[config.mk]
export PLATFORM = sky130hd
export DESIGN_NAME = digit_scorer
export DESIGN_NICKNAME = d
export VERILOG_FILES = /design/src/rtl/game_pkg.sv /design/src/rtl/digit_scorer.sv
export SDC_FILE = /design/constraint.sdc
export NUM_CORES = 1
export LEC_CHECK = 0
export CAP_MARGIN = 10
export CORE_ASPECT_RATIO = 1.4
export CORE_MARGIN = 5
export CORE_UTILIZATION = 35
export DETAILED_ROUTE_END_ITERATION = 10
export PLACE_DENSITY_LB_ADDON = 0.08
export SLEW_MARGIN = 20
export SYNTH_ARGS = -nofsm -noshare
export SYNTH_HDL_FRONTEND = slang
export SYNTH_SLANG_ARGS = --single-unit
export TNS_END_PERCENT = 5
[constraint.sdc]
create_clock -name vclk -period 10.3
set_clock_uncertainty 0.1 [all_clocks]
set_input_delay 1.545 -clock vclk [all_inputs]
set_output_delay 1.545 -clock vclk [all_outputs]
set_load 0.005 [all_outputs]
[src/rtl/game_pkg.sv]
// Shared types and constants for the digit code game.
package game_pkg;

    localparam int unsigned DIGIT_W = 4;

    typedef logic [DIGIT_W-1:0] digit_t;

    localparam digit_t DIGIT_MAX = 4'd9;

    typedef enum logic [2:0] {
        IDLE,
        LOAD,
        ENTRY,
        CHECK,
        REPORT,
        DONE
    } state_e;

endpackage

[src/rtl/digit_scorer.sv]
// Combinational bulls/cows scoring of a guess against the secret code.
module digit_scorer
    import game_pkg::*;
#(
    parameter int unsigned NUM_DIGITS = 4
) (
    input  logic [DIGIT_W*NUM_DIGITS-1:0] secret,
    input  logic [DIGIT_W*NUM_DIGITS-1:0] guess,
    output logic [3:0]                    bulls_c,
    output logic [3:0]                    cows_c
);

    logic [3:0] hist_s [10];
    logic [3:0] hist_g [10];
    logic [3:0] matched;
    digit_t     s_d;
    digit_t     g_d;

    // Per-value histograms; the sum of per-value minima counts all digit matches.
    always_comb begin
        bulls_c = '0;
        matched = '0;
        s_d     = '0;
        g_d     = '0;
        for (int v = 0; v < 10; v++) begin
            hist_s[v] = '0;
            hist_g[v] = '0;
        end
        for (int i = 0; i < NUM_DIGITS; i++) begin
            s_d = secret[i*DIGIT_W +: DIGIT_W];
            g_d = guess[i*DIGIT_W +: DIGIT_W];
            if (s_d == g_d) bulls_c = bulls_c + 4'd1;
            for (int v = 0; v < 10; v++) begin
                if (s_d == 4'(v)) hist_s[v] = hist_s[v] + 4'd1;
                if (g_d == 4'(v)) hist_g[v] = hist_g[v] + 4'd1;
            end
        end
        for (int v = 0; v < 10; v++) begin
            matched = matched + ((hist_s[v] < hist_g[v]) ? hist_s[v] : hist_g[v]);
        end
        cows_c = matched - bulls_c;
    end

endmodule

==> impl_metrics.yaml <==
worst_hold_path:
  min_from: "guess[0]"
  whs_endpoint: "bulls_c[1]"
  hp-class: "primary input to primary output"
  hold_depth: 9
place:
  placed_area_um2: 7850
  hpwlAfterDp_um: 15800
  place_congestion: 0.926
  portBuffers: 39
timing:
  final_max_slew_viol_count: 0
  finalHoldViolations: 0
  fmax_mhz: 100
  slew_headroom: 0.638
  period_needed_ns: 9.97
  post-route-period-util: 0.968
  rsz0062_at_grt: "no"
  worst_pin_slew_ns: 0.538
  setup_viol: 0
synthesis:
  netlist_top_cells_count: "ha_1 (113), inv_1 (72), nand2_1 (65), nor2_1 (57), xnor2_1 (53)"
  synth_area_um2: 5850
  ys_seq_area_frac: 0
  synth_top_family_by_area: "adder cells"
  yosys_warnings: 0
  synth_area_leaders: "ha_1 (24%), xnor2_1 (7.9%), fa_1 (6.8%)"
  synth_top_area_frac: 0.242
  syn_inst: 714
  synth_compound_area_frac: 0.123
  syn_avg_cell_area_um2: 8.19
  synthSimpleGateAreaFrac: 0.249
  netlist.top_cell.by_area: "ha_1"
  synth_xor_xnor_area_share: 0.180
  ys_types: 67
  synth.most_common_cell: "ha_1"
  muxShareOfSynthArea: 0.0543
  synth_adder_area_share: 0.310
route:
  vias: 5689
  drt_iter0_drc: 123
  antenna_left: 0
  drc_errors: 0
  viasPerCell: 4.95
  dr.pass1.iters: 4
  wl_um: 17500
  wl_per_cell_um: 15.3
global_routing:
  first_global_vias: 5893
  antenna_found_initial: 0
  busiest_layer: "met2"
  grt.met1_usage: 0.177
  grt_max_degree: 12
  overflow: 0
  grt_usage: 0.174
  gr-usage-met3: 0.00417
  grt_pass1_wl_um: 27400
  grt_use_met2: 0.382
run_status:
  status: "finished, final reports clean"
critical_path:
  path_class: "primary input to primary output"
  cp.arrival_ns: 8.32
  path_max_fanout: 8
  cp.required_ns: 8.66
  cp-end-kind: "primary output"
  start_kind: "primary input"
floorplanning:
  core_region_area_um2: 16600
  die-area_um2: 19400
  start_util: 0.352
  rows: 56
  die_w_um: 119
  ios: 40
  die_h_um: 163
final_layout:
  n_antenna_cell: 0
  post-route-util: 0.483
  area_delta_synth_final_pct: 37.1
  regArea_um2: 0
  nNetsFinal: 1113
  drive_above_1_share: 0.279
  fin_area_um2: 8020
  design.seq.count: 0
  clkbuf_count: 0
run:
  maxCapViolCount: 0
power_and_ir_drop:
  pwr-share-clk: 0
  max-vdd-ir-drop_mv: 0.288
  seqPwrFrac: 0
  power.switching_uw: 272
  p_leak_nw: 4.09
  internal_power_uw: 309
  power.density_nw_per_um2: 72.5
  power_frac_comb: 1.000
  p_sw_frac: 0.468
clock_tree:
  cts_hold_buf: 0
metal layers:
layer	vias to the layer above	share of wire	wire [um]
met4	0	0.026	459
met2	67	0.58	10200
met3	24	0.012	218
met5	-	0	0
met1	2711	0.38	6660
li1	2887	-	-
through the flow:
stage | setup slack, ns | TNS, ns | hold slack [ns] | power [mW] | cells
after floorplan | 1.04 | 0 | 3.39 | 0.345 | 751
after global placement | -0.259 | -0.259 | 4.44 | 0.596 | 1147
after detailed placement | -0.277 | -0.277 | 4.45 | 0.593 | 1147
after CTS | 0.200 | 0 | 4.43 | 0.595 | 1148
after global routing | 0.0206 | 0 | 4.42 | 0.655 | 1149
final | 0.331 | 0 | 4.32 | 0.582 | 1149
critical path, cell delays in order:
cell	delay, ns
clkdlybuf4s50_1	0.47
buf_4	0.19
nor2_1	0.07
and3_1	0.21
ha_1	0.33
xor2_1	0.18
ha_1	0.27
mux2i_1	0.22
inv_1	0.07
ha_1	0.32
a21oi_1	0.16
o21ai_1	0.10
mux2_1	0.34
fa_1	0.47
fa_2	0.63
fa_1	0.43
fa_1	0.54
inv_1	0.06
fa_1	0.53
inv_1	0.04
ha_1	0.19
xor2_1	0.15
xnor2_1	0.19
xnor2_1	0.16
xnor2_1	0.16
xnor2_1	0.14
clkbuf_2	0.13
how the worst max path moves through the flow:
| stage | from | endpoint | cells past startpoint |
|---|---|---|---|
| 5_1_grt | guess[4] | cows_c[3] | 31 |
| 3_3_place_gp | secret[6] | cows_c[3] | 27 |
| 2_1_floorplan | secret[4] | cows_c[3] | 23 |
| 3_5_place_dp | secret[3] | cows_c[3] | 31 |
| 6_report | secret[0] | cows_c[3] | 27 |
| 4_1_cts | guess[3] | cows_c[3] | 30 |
cells by family after synthesis:
| kind of cell | Yosys count |
|---|---|
| multiplexers | 31 |
| AO/OA/AOI/OAI | 113 |
| adder cells (fa/ha/maj) | 133 |
| XOR/XNOR | 96 |
| other | 2 |
| buffers and inverters | 107 |
| AND/OR/NAND/NOR | 232 |
cells in the final DEF, fill, tap and decap left out, types with 23 or more instances in the layout:
cell type        instances
xnor2_1                 50
buf_4                  186
conb_1                  39
inv_1                   72
mux2i_1                 23
a21oi_1                 29
nand2_1                 65
nor2_1                  53
clkdlybuf4s50_1         25
xor2_1                  25
ha_1                   112
what timing repair did:
item,CTS,global route
cloned,0,0
pin swaps,8,7
setup buffers,1,1
gates resized for setup,37,23
endpoints found under the hold margin,0,0
endpoints found under the setup margin,1,1
cell type report:
| cell class | count | area (um2) |
|---|---|---|
| tap | 203 | 254 |
| timing repair buffer | 228 | 1820 |
| fill | 1654 | 8590 |
| multi-input combinational | 644 | 5670 |
| inverter | 74 | 278 |
power groups by stage:
stage	combinational [mW]	clock, mW	sequential, mW
2_1_floorplan	0.345	0	0
3_3_place_gp	0.596	0	0
3_5_place_dp	0.593	0	0
4_1_cts	0.595	0	0
5_1_grt	0.655	0	0
6_report	0.582	0	0
(Power assumes the default switching activity.)
